`config.mk`:
```
export PLATFORM = sky130hd
export DESIGN_NAME = sram_write_collector_q_flat
export DESIGN_NICKNAME = d
export VERILOG_FILES = /design/src/rtl/sram_write_collector_q_if.sv /design/src/rtl/sram_write_collector_q.sv /design/src/flat_wrapper.sv
export SDC_FILE = /design/constraint.sdc
export NUM_CORES = 2
export LEC_CHECK = 0
export CORE_MARGIN = 2
export CORE_UTILIZATION = 30
export CTS_CLUSTER_DIAMETER = 30
export DETAILED_ROUTE_END_ITERATION = 10
export PLACE_DENSITY = 0.5
export SYNTH_ARGS = -nofsm -noshare
export SYNTH_HDL_FRONTEND = slang
export SYNTH_SLANG_ARGS = --single-unit
```
`constraint.sdc`:
```
create_clock -name i_clk -period 12.1 [get_ports i_clk]
set_input_delay 1.21 -clock i_clk [delete_from_list [all_inputs] [get_ports i_clk]]
set_output_delay 1.21 -clock i_clk [all_outputs]
set_load 0.1 [all_outputs]
```
`src/rtl/sram_write_collector_q_if.sv`:
```
// Handshake and data bundle between the write collector and its neighbours:
// alloc/cmd/DRAM-line inputs, commit-queue head and SRAM write-beat outputs.
interface sram_write_collector_q_if #(
  parameter int unsigned LBW    = 16,
  parameter int unsigned DBW    = 32,
  parameter int unsigned VSIZE  = 8,
  parameter int unsigned CSIZE  = 8,
  parameter int unsigned N_ICFG = 4
);
  localparam int unsigned ICFG_BW = $clog2(N_ICFG + 1);
  localparam int unsigned CV_BW   = $clog2(VSIZE);
  localparam int unsigned CV_BW1  = $clog2(VSIZE + 1);
  localparam int unsigned CC_BW   = $clog2(CSIZE);

  logic                     alloc_linear_rdy;
  logic                     alloc_linear_ack;
  logic [LBW-1:0]           i_linear;
  logic [ICFG_BW-1:0]       i_linear_id;
  logic [LBW:0]             i_size;
  logic                     i_skip;
  logic [DBW-1:0]           i_padv;
  logic                     cmd_rdy;
  logic                     cmd_ack;
  logic [1:0]               i_cmd_type;
  logic                     i_cmd_islast;
  logic [CC_BW-1:0]         i_cmd_addrofs;
  logic [CV_BW1-1:0]        i_cmd_len;
  logic                     dramrd_rdy;
  logic                     dramrd_ack;
  logic [DBW*CSIZE-1:0]     i_dramrd;
  logic                     done_linear_rdy;
  logic                     done_linear_ack;
  logic [LBW-1:0]           o_linear;
  logic [ICFG_BW-1:0]       o_linear_id;
  logic                     w_dval;
  logic [ICFG_BW-1:0]       o_id;
  logic [LBW-CV_BW-1:0]     o_hiaddr;
  logic [VSIZE-1:0]         o_wmask;
  logic [DBW*VSIZE-1:0]     o_data;

  modport master (
    output alloc_linear_rdy, i_linear, i_linear_id, i_size, i_skip, i_padv,
           cmd_rdy, i_cmd_type, i_cmd_islast, i_cmd_addrofs, i_cmd_len,
           dramrd_rdy, i_dramrd, done_linear_ack,
    input  alloc_linear_ack, cmd_ack, dramrd_ack, done_linear_rdy, o_linear,
           o_linear_id, w_dval, o_id, o_hiaddr, o_wmask, o_data
  );

  modport slave (
    input  alloc_linear_rdy, i_linear, i_linear_id, i_size, i_skip, i_padv,
           cmd_rdy, i_cmd_type, i_cmd_islast, i_cmd_addrofs, i_cmd_len,
           dramrd_rdy, i_dramrd, done_linear_ack,
    output alloc_linear_ack, cmd_ack, dramrd_ack, done_linear_rdy, o_linear,
           o_linear_id, w_dval, o_id, o_hiaddr, o_wmask, o_data
  );
endinterface

```
`src/rtl/sram_write_collector_q.sv`:
```
// Collects DRAM-line copy / broadcast / pad commands into masked VSIZE-wide
// SRAM write beats for one linear buffer, with an N_SLOT-deep commit queue.
module sram_write_collector_q #(
  parameter int unsigned LBW    = 16,
  parameter int unsigned DBW    = 32,
  parameter int unsigned VSIZE  = 8,
  parameter int unsigned CSIZE  = 8,
  parameter int unsigned N_ICFG = 4,
  parameter int unsigned N_SLOT = 2
) (
  input logic                     i_clk,
  input logic                     i_rst,
  sram_write_collector_q_if.slave bus
);
  localparam int unsigned ICFG_BW = $clog2(N_ICFG + 1);
  localparam int unsigned CV_BW   = $clog2(VSIZE);
  localparam int unsigned CV_BW1  = $clog2(VSIZE + 1);
  localparam int unsigned CC_BW   = $clog2(CSIZE);
  localparam int unsigned HA_BW   = LBW - CV_BW;
  localparam int unsigned QP_BW   = (N_SLOT > 1) ? $clog2(N_SLOT) : 1;
  localparam int unsigned QC_BW   = $clog2(N_SLOT + 1);

  typedef enum logic {FREE, RUN} state_e;

  state_e                        state_q, state_d;
  logic [LBW-1:0]                lin_q, lin_d, cur_q, cur_d;
  logic [ICFG_BW-1:0]            id_q, id_d;
  logic [LBW:0]                  size_q, size_d, filled_q, filled_d;
  logic [DBW-1:0]                padv_q, padv_d;
  logic [CV_BW1-1:0]             handled_q, handled_d;
  logic [VSIZE-1:0]              mask_acc_q, mask_acc_d;
  logic [VSIZE-1:0][DBW-1:0]     data_q, data_d;
  logic                          w_dval_q, w_dval_d;
  logic [VSIZE-1:0]              o_wmask_q, o_wmask_d;
  logic [HA_BW-1:0]              o_hiaddr_q, o_hiaddr_d;
  logic [ICFG_BW-1:0]            o_id_q, o_id_d;
  logic [LBW-1:0]                q_lin_q [N_SLOT];
  logic [LBW-1:0]                q_lin_d [N_SLOT];
  logic [ICFG_BW-1:0]            q_id_q [N_SLOT];
  logic [ICFG_BW-1:0]            q_id_d [N_SLOT];
  logic [QP_BW-1:0]              wr_q, wr_d, rd_q, rd_d;
  logic [QC_BW-1:0]              cnt_q, cnt_d;

  logic [CSIZE-1:0][DBW-1:0]     line_c;
  logic [CV_BW-1:0]              lane_c;
  logic [CV_BW1-1:0]             buf_left_c, cmd_left_c, adv_c, jj_c;
  logic [CC_BW-1:0]              bidx_c, widx_c;
  logic [QC_BW:0]                reserved_c;
  logic [VSIZE-1:0]              mask_step_c, mask_new_c;
  logic [LBW:0]                  filled_nxt_c;
  logic                          alloc_ack_c, cmd_ack_c, dram_ack_c, step_c;
  logic                          push_c, pop_c, last_c;
  logic [LBW-1:0]                push_lin_c;
  logic [ICFG_BW-1:0]            push_id_c;

  assign line_c     = bus.i_dramrd;
  assign lane_c     = cur_q[CV_BW-1:0];
  assign buf_left_c = CV_BW1'(VSIZE) - CV_BW1'(lane_c);
  assign cmd_left_c = bus.i_cmd_len - handled_q;
  assign adv_c      = (cmd_left_c <= buf_left_c) ? cmd_left_c : buf_left_c;
  assign bidx_c     = CC_BW'(bus.i_cmd_addrofs + CC_BW'(handled_q));
  // An open RUN buffer holds a queue slot so its final push can never overflow.
  assign reserved_c = {1'b0, cnt_q} + (QC_BW+1)'(state_q == RUN);

  always_comb begin
    state_d      = state_q;
    lin_d        = lin_q;
    id_d         = id_q;
    size_d       = size_q;
    padv_d       = padv_q;
    cur_d        = cur_q;
    filled_d     = filled_q;
    handled_d    = handled_q;
    mask_acc_d   = mask_acc_q;
    data_d       = data_q;
    w_dval_d     = 1'b0;
    o_wmask_d    = '0;
    o_hiaddr_d   = o_hiaddr_q;
    o_id_d       = o_id_q;
    q_lin_d      = q_lin_q;
    q_id_d       = q_id_q;
    wr_d         = wr_q;
    rd_d         = rd_q;
    cnt_d        = cnt_q;
    alloc_ack_c  = 1'b0;
    cmd_ack_c    = 1'b0;
    dram_ack_c   = 1'b0;
    step_c       = 1'b0;
    push_c       = 1'b0;
    pop_c        = 1'b0;
    last_c       = 1'b0;
    push_lin_c   = lin_q;
    push_id_c    = id_q;
    mask_step_c  = '0;
    mask_new_c   = mask_acc_q;
    filled_nxt_c = filled_q + (LBW+1)'(adv_c);
    jj_c         = '0;
    widx_c       = '0;

    case (state_q)
      FREE: begin
        alloc_ack_c = bus.alloc_linear_rdy && (reserved_c < (QC_BW+1)'(N_SLOT));
        if (alloc_ack_c) begin
          lin_d      = bus.i_linear;
          id_d       = bus.i_linear_id;
          size_d     = bus.i_size;
          padv_d     = bus.i_padv;
          cur_d      = bus.i_linear;
          filled_d   = '0;
          handled_d  = '0;
          mask_acc_d = '0;
          if (bus.i_skip) begin
            push_c     = 1'b1;
            push_lin_c = bus.i_linear;
            push_id_c  = bus.i_linear_id;
          end else begin
            state_d = RUN;
          end
        end
      end
      RUN: begin
        step_c = bus.cmd_rdy && ((bus.i_cmd_type[1] && !bus.i_cmd_islast) || bus.dramrd_rdy);
        if (step_c) begin
          for (int unsigned j = 0; j < VSIZE; j++) begin
            jj_c = CV_BW1'(j);
            if (jj_c >= CV_BW1'(lane_c) && jj_c < CV_BW1'(lane_c) + adv_c) begin
              mask_step_c[j] = 1'b1;
              widx_c = CC_BW'(bus.i_cmd_addrofs + CC_BW'(handled_q) +
                              CC_BW'(jj_c - CV_BW1'(lane_c)));
              case (bus.i_cmd_type)
                2'd0:    data_d[j] = line_c[widx_c];
                2'd1:    data_d[j] = line_c[bidx_c];
                default: data_d[j] = padv_q;
              endcase
            end
          end
          mask_new_c = mask_acc_q | mask_step_c;
          cur_d      = cur_q + LBW'(adv_c);
          filled_d   = filled_nxt_c;
          cmd_ack_c  = (cmd_left_c <= buf_left_c);
          handled_d  = cmd_ack_c ? '0 : handled_q + adv_c;
          dram_ack_c = cmd_ack_c && bus.i_cmd_islast && bus.dramrd_rdy;
          last_c     = (filled_nxt_c == size_q);
          // Beat goes out when the top lane is written or the buffer is complete.
          if ((CV_BW1'(lane_c) + adv_c == CV_BW1'(VSIZE)) || last_c) begin
            w_dval_d   = 1'b1;
            o_wmask_d  = mask_new_c;
            o_hiaddr_d = cur_q[LBW-1:CV_BW];
            o_id_d     = id_q;
            mask_acc_d = '0;
          end else begin
            mask_acc_d = mask_new_c;
          end
          if (last_c) begin
            push_c  = 1'b1;
            state_d = FREE;
          end
        end
      end
      default: state_d = FREE;
    endcase

    // Commit FIFO; a pop reads the head before a same-edge push can reuse its slot.
    pop_c = bus.done_linear_ack && (cnt_q != '0);
    if (push_c) begin
      q_lin_d[wr_q] = push_lin_c;
      q_id_d[wr_q]  = push_id_c;
      wr_d = (wr_q == QP_BW'(N_SLOT - 1)) ? '0 : wr_q + QP_BW'(1);
    end
    if (pop_c) begin
      rd_d = (rd_q == QP_BW'(N_SLOT - 1)) ? '0 : rd_q + QP_BW'(1);
    end
    cnt_d = cnt_q + QC_BW'(push_c) - QC_BW'(pop_c);
  end

  always_ff @(posedge i_clk or negedge i_rst) begin
    if (!i_rst) begin
      state_q    <= FREE;
      lin_q      <= '0;
      id_q       <= '0;
      size_q     <= '0;
      padv_q     <= '0;
      cur_q      <= '0;
      filled_q   <= '0;
      handled_q  <= '0;
      mask_acc_q <= '0;
      data_q     <= '0;
      w_dval_q   <= 1'b0;
      o_wmask_q  <= '0;
      o_hiaddr_q <= '0;
      o_id_q     <= '0;
      q_lin_q    <= '{default: '0};
      q_id_q     <= '{default: '0};
      wr_q       <= '0;
      rd_q       <= '0;
      cnt_q      <= '0;
    end else begin
      state_q    <= state_d;
      lin_q      <= lin_d;
      id_q       <= id_d;
      size_q     <= size_d;
      padv_q     <= padv_d;
      cur_q      <= cur_d;
      filled_q   <= filled_d;
      handled_q  <= handled_d;
      mask_acc_q <= mask_acc_d;
      data_q     <= data_d;
      w_dval_q   <= w_dval_d;
      o_wmask_q  <= o_wmask_d;
      o_hiaddr_q <= o_hiaddr_d;
      o_id_q     <= o_id_d;
      q_lin_q    <= q_lin_d;
      q_id_q     <= q_id_d;
      wr_q       <= wr_d;
      rd_q       <= rd_d;
      cnt_q      <= cnt_d;
    end
  end

  // Handshake acks are gated by reset so none can fire while it is held.
  assign bus.alloc_linear_ack = alloc_ack_c & i_rst;
  assign bus.cmd_ack          = cmd_ack_c & i_rst;
  assign bus.dramrd_ack       = dram_ack_c & i_rst;
  assign bus.done_linear_rdy  = (cnt_q != '0);
  assign bus.o_linear         = q_lin_q[rd_q];
  assign bus.o_linear_id      = q_id_q[rd_q];
  assign bus.w_dval           = w_dval_q;
  assign bus.o_id             = o_id_q;
  assign bus.o_hiaddr         = o_hiaddr_q;
  assign bus.o_wmask          = o_wmask_q;
  assign bus.o_data           = data_q;
endmodule

```
`src/flat_wrapper.sv`:
```
// flat-port wrapper written by rule: the top's interface ports become plain ports
module sram_write_collector_q_flat 
#(
  parameter int unsigned LBW    = 16,
  parameter int unsigned DBW    = 32,
  parameter int unsigned VSIZE  = 8,
  parameter int unsigned CSIZE  = 8,
  parameter int unsigned N_ICFG = 4,
  parameter int unsigned N_SLOT = 2
)
  (i_clk, i_rst, bus_alloc_linear_rdy, bus_i_linear, bus_i_linear_id, bus_i_size, bus_i_skip, bus_i_padv, bus_cmd_rdy, bus_i_cmd_type, bus_i_cmd_islast, bus_i_cmd_addrofs, bus_i_cmd_len, bus_dramrd_rdy, bus_i_dramrd, bus_done_linear_ack, bus_alloc_linear_ack, bus_cmd_ack, bus_dramrd_ack, bus_done_linear_rdy, bus_o_linear, bus_o_linear_id, bus_w_dval, bus_o_id, bus_o_hiaddr, bus_o_wmask, bus_o_data);
  sram_write_collector_q_if #(.LBW(LBW), .DBW(DBW), .VSIZE(VSIZE), .CSIZE(CSIZE), .N_ICFG(N_ICFG)) bus_i ();
  input logic i_clk;
  input logic i_rst;
  input wire logic [$bits(bus_i.alloc_linear_rdy)-1:0] bus_alloc_linear_rdy;
  input wire logic [$bits(bus_i.i_linear)-1:0] bus_i_linear;
  input wire logic [$bits(bus_i.i_linear_id)-1:0] bus_i_linear_id;
  input wire logic [$bits(bus_i.i_size)-1:0] bus_i_size;
  input wire logic [$bits(bus_i.i_skip)-1:0] bus_i_skip;
  input wire logic [$bits(bus_i.i_padv)-1:0] bus_i_padv;
  input wire logic [$bits(bus_i.cmd_rdy)-1:0] bus_cmd_rdy;
  input wire logic [$bits(bus_i.i_cmd_type)-1:0] bus_i_cmd_type;
  input wire logic [$bits(bus_i.i_cmd_islast)-1:0] bus_i_cmd_islast;
  input wire logic [$bits(bus_i.i_cmd_addrofs)-1:0] bus_i_cmd_addrofs;
  input wire logic [$bits(bus_i.i_cmd_len)-1:0] bus_i_cmd_len;
  input wire logic [$bits(bus_i.dramrd_rdy)-1:0] bus_dramrd_rdy;
  input wire logic [$bits(bus_i.i_dramrd)-1:0] bus_i_dramrd;
  input wire logic [$bits(bus_i.done_linear_ack)-1:0] bus_done_linear_ack;
  output wire logic [$bits(bus_i.alloc_linear_ack)-1:0] bus_alloc_linear_ack;
  output wire logic [$bits(bus_i.cmd_ack)-1:0] bus_cmd_ack;
  output wire logic [$bits(bus_i.dramrd_ack)-1:0] bus_dramrd_ack;
  output wire logic [$bits(bus_i.done_linear_rdy)-1:0] bus_done_linear_rdy;
  output wire logic [$bits(bus_i.o_linear)-1:0] bus_o_linear;
  output wire logic [$bits(bus_i.o_linear_id)-1:0] bus_o_linear_id;
  output wire logic [$bits(bus_i.w_dval)-1:0] bus_w_dval;
  output wire logic [$bits(bus_i.o_id)-1:0] bus_o_id;
  output wire logic [$bits(bus_i.o_hiaddr)-1:0] bus_o_hiaddr;
  output wire logic [$bits(bus_i.o_wmask)-1:0] bus_o_wmask;
  output wire logic [$bits(bus_i.o_data)-1:0] bus_o_data;
  assign bus_i.alloc_linear_rdy = bus_alloc_linear_rdy;
  assign bus_i.i_linear = bus_i_linear;
  assign bus_i.i_linear_id = bus_i_linear_id;
  assign bus_i.i_size = bus_i_size;
  assign bus_i.i_skip = bus_i_skip;
  assign bus_i.i_padv = bus_i_padv;
  assign bus_i.cmd_rdy = bus_cmd_rdy;
  assign bus_i.i_cmd_type = bus_i_cmd_type;
  assign bus_i.i_cmd_islast = bus_i_cmd_islast;
  assign bus_i.i_cmd_addrofs = bus_i_cmd_addrofs;
  assign bus_i.i_cmd_len = bus_i_cmd_len;
  assign bus_i.dramrd_rdy = bus_dramrd_rdy;
  assign bus_i.i_dramrd = bus_i_dramrd;
  assign bus_i.done_linear_ack = bus_done_linear_ack;
  assign bus_alloc_linear_ack = bus_i.alloc_linear_ack;
  assign bus_cmd_ack = bus_i.cmd_ack;
  assign bus_dramrd_ack = bus_i.dramrd_ack;
  assign bus_done_linear_rdy = bus_i.done_linear_rdy;
  assign bus_o_linear = bus_i.o_linear;
  assign bus_o_linear_id = bus_i.o_linear_id;
  assign bus_w_dval = bus_i.w_dval;
  assign bus_o_id = bus_i.o_id;
  assign bus_o_hiaddr = bus_i.o_hiaddr;
  assign bus_o_wmask = bus_i.o_wmask;
  assign bus_o_data = bus_i.o_data;
  sram_write_collector_q #(.LBW(LBW), .DBW(DBW), .VSIZE(VSIZE), .CSIZE(CSIZE), .N_ICFG(N_ICFG), .N_SLOT(N_SLOT)) u_core (.i_clk(i_clk), .i_rst(i_rst), .bus(bus_i));
endmodule
```
==> impl_metrics.csv <==
group,metric,value,unit
clock_network,clk_latency,0.73,ns
synthesis,syn-cell-area,31040,sq um
synthesis,yosys-top-cells-area,"dfrtp_1 35%, mux4_2 23%, mux2_2 8.8%, nand2_1 4.5%, mux2i_1 3.4%",
global_route,grt_pass1_wl,199500,microns
global_route,grt_pass1_vias,27590,
synthesis,ys_types,71,
clock_network,cts_buffer_depth,3,
sta,rsz0062_at_grt,"false",
final_layout,syn2layout_area_growth,41.92,%
sta,setup_viol,0,
worst_setup_path,rrSetupSlack,5.23,ns
global_route,grt_util_all_layers,0.2577,
sta,period_share,0.5984,
sta,fmax,138.1,MHz
global_route,overflow,0,
hold_path,hold_path.class,"primary input to asynchronous set/reset pin",
die,die_w,325.7,microns
synthesis,synth.most_common_cell,"dfrtp_1",
worst_setup_path,end_kind,"flop",
clock_network,cts_buffers,151,
sta,slew_headroom,0.1844,
worst_setup_path,rr_endpoint,"u_core.q_lin_q[23]",
die,die_y,325.7,microns
die,coreArea,102200,sq um
final_layout,final_core_util,0.4311,
detailed_routing,routed_wl,138800,microns
synthesis,yosys-top-cells-count,"437 x dfrtp_1, 371 x nand2_1, 320 x mux4_2",
worst_setup_path,worstPathRequired,12.75,ns
worst_setup_path,r2r_cells,20,
worst_setup_path,cp-startpoint,"bus_i_cmd_len[1]",
synthesis,synth.avg_cell_area,11.41,sq um
clock_network,hold_buffers,0,
clock_network,cts_sinks,437,
sta,finalSetupTns,0,ns
synthesis,synth_edf_count,0,
run_status,status,"completed",
die,row_count,117,
synthesis,ys_ff_latch,437,
detailed_routing,ant_nets,0,
synthesis,synth_top_cell_area_share,0.3523,
sta,clock-skew-final,0.01967,ns
placement,place_hpwl,92680,microns
worst_setup_path,path_class,"primary input to flop",
sta,hold_violations,0,
sta,finalMaxSlewViolations,0,
worst_setup_path,start_kind,"primary input",
die,initial_core_util,0.3038,
clock_network,postCtsSetupBuffers,0,
placement,gp_congestion,0.8526,
global_route,grt_max_degree,133,
die,ioPinCount,645,
clock_network,path_clk_slew,0.04,ns
detailed_routing,dr.pass1.iters,5,
clock_network,htree_levels,4,
worst_setup_path,cp_max_fo,19,
synthesis,async_reset_ff_frac,1.000,
die,die_area,106100,sq um
clock_network,cts.repair.resized,0,
synthesis,synth_area_leader_cell,"dfrtp_1",
sta,period_needed,7.241,ns
detailed_routing,detail_route.wl_per_cell,28.68,microns
final_layout,drive_above_1_share,0.2696,
detailed_routing,drc,0,
final_layout,nets,3711,
sta,worst_slew_pin_slew,1.220,ns
worst_setup_path,r2r_start,"u_core.handled_q[1]",
global_route,antenna_found_initial,39,
worst_setup_path,endpoint,"u_core.q_lin_q[23]",
clock_network,root_buffer,"clkbuf_16",
clock_network,cts_tree,"built",
placement,pre_cts_slack,4.187,ns
worst_setup_path,worst_ep_arrival_time,7.89,ns
placement,port_buffers,644,
flow_run,cap_violations,0,
detailed_routing,dr.first_iter.drc_count,2268,
synthesis,ys_seq_area_frac,0.3523,
synthesis,ys_warn_count,0,
detailed_routing,vias,27370,
synthesis,yosys_most_used_dff,"dfrtp_1",
synthesis,synth_fp_nets,3104,
detailed_routing,vias_per_cell,5.655,
synthesis,synthCells,2720,
sta,timing.final.ws_setup,4.859,ns
## layout make-up
type                            count  area (sq um)
Tap cell                         1368          1712
Clock inverter                     55         715.7
Multi-Input combinational cell   2016         19280
Inverter                           30         112.6
Fill cell                        9778         58130
Timing Repair Buffer              691          6797
Clock buffer                      221          4448
Antenna cell                       22         55.05
Sequential cell                   437         10940
## worst max-delay path, cell delays in order
cell,delay [ns]
clkdlybuf4s50_1,0.46
ha_1,0.30
nor2b_1,0.13
o21a_1,0.17
or3_1,0.39
and2_2,0.21
ha_1,0.28
nand4_1,0.08
o21ai_0,0.15
a21o_1,0.24
o21ai_0,0.75
ha_1,0.32
a21oi_1,0.07
o22ai_1,0.65
and4_1,0.30
o21ai_1,0.06
a2111o_1,0.44
nor4_4,0.48
nor2b_2,0.89
a221o_1,0.29
## sequential cells by signal (all words and copies together) (netlist names), 13 cells and up
signal and cells:
u_core.bus.o_data 256, u_core.padv_q 32, u_core.q_lin_q 32, u_core.filled_q 17
u_core.size_q 17, u_core.cur_q 16, u_core.lin_q 16, u_core.bus.o_hiaddr 13
## layer usage
layer	vias to the layer above	global-route usage	wire length, microns
met1	14070	0.3358	57510
met4	26	0.1224	5767
met2	1294	0.3973	64420
li1	11700	-	-
met5	-	0	172
met3	277	0.07003	10960
## through the flow
step / hold slack [ns] / instance area (sq um) / instances
3_3_place_gp: 0.4614 / 38830 / 4542
2_1_floorplan: 0.4466 / 31040 / 2720
4_1_cts: 0.4191 / 44000 / 4818
6_report: 0.4542 / 44050 / 4840
5_1_grt: 0.4543 / 44040 / 4837
3_5_place_dp: 0.4645 / 38830 / 4542
## placed cells by master (no fill, tap or decap), drive strengths merged, types with 15 or more instances in the layout
cell,synthesis,final
buf,65,60
mux2,292,292
inv,30,38
dfrtp,437,437
clkinv,0,27
a31oi,136,136
nand3,82,82
and2,45,45
clkbuf,170,221
a41oi,32,32
mux2i,105,105
mux4,320,320
a221o,38,38
xor2,23,23
nor2,194,194
a21oi,32,32
bufinv,0,15
a22oi,32,32
xnor2,31,31
diode,0,22
clkdlybuf4s50,2,631
ha,34,34
o21ai,138,138
nand2,371,371
## logic make-up after synthesis
family	share of synthesized area
multiplexers	0.3744
AO/OA/AOI/OAI	0.09860
flip-flops	0.3523
buffers and inverters	0.03608
AND/OR/NAND/NOR	0.1020
adder cells (fa/ha/maj)	0.01951
XOR/XNOR	0.01705
## how the worst min path moves through the flow
stage	startpoint	end	cells past startpoint
finish	i_rst	u_core.bus.o_wmask[5]	1
global route	i_rst	u_core.mask_acc_q[5]	1
global placement	u_core.padv_q[11]	u_core.padv_q[11]	2
detailed placement	u_core.padv_q[20]	u_core.padv_q[20]	2
CTS	i_rst	u_core.bus.o_wmask[2]	1
floorplan	u_core.padv_q[0]	u_core.padv_q[0]	2
Power is not shown: default switching activity piles up to over one toggle a cycle in this logic, so the estimate is an artifact.
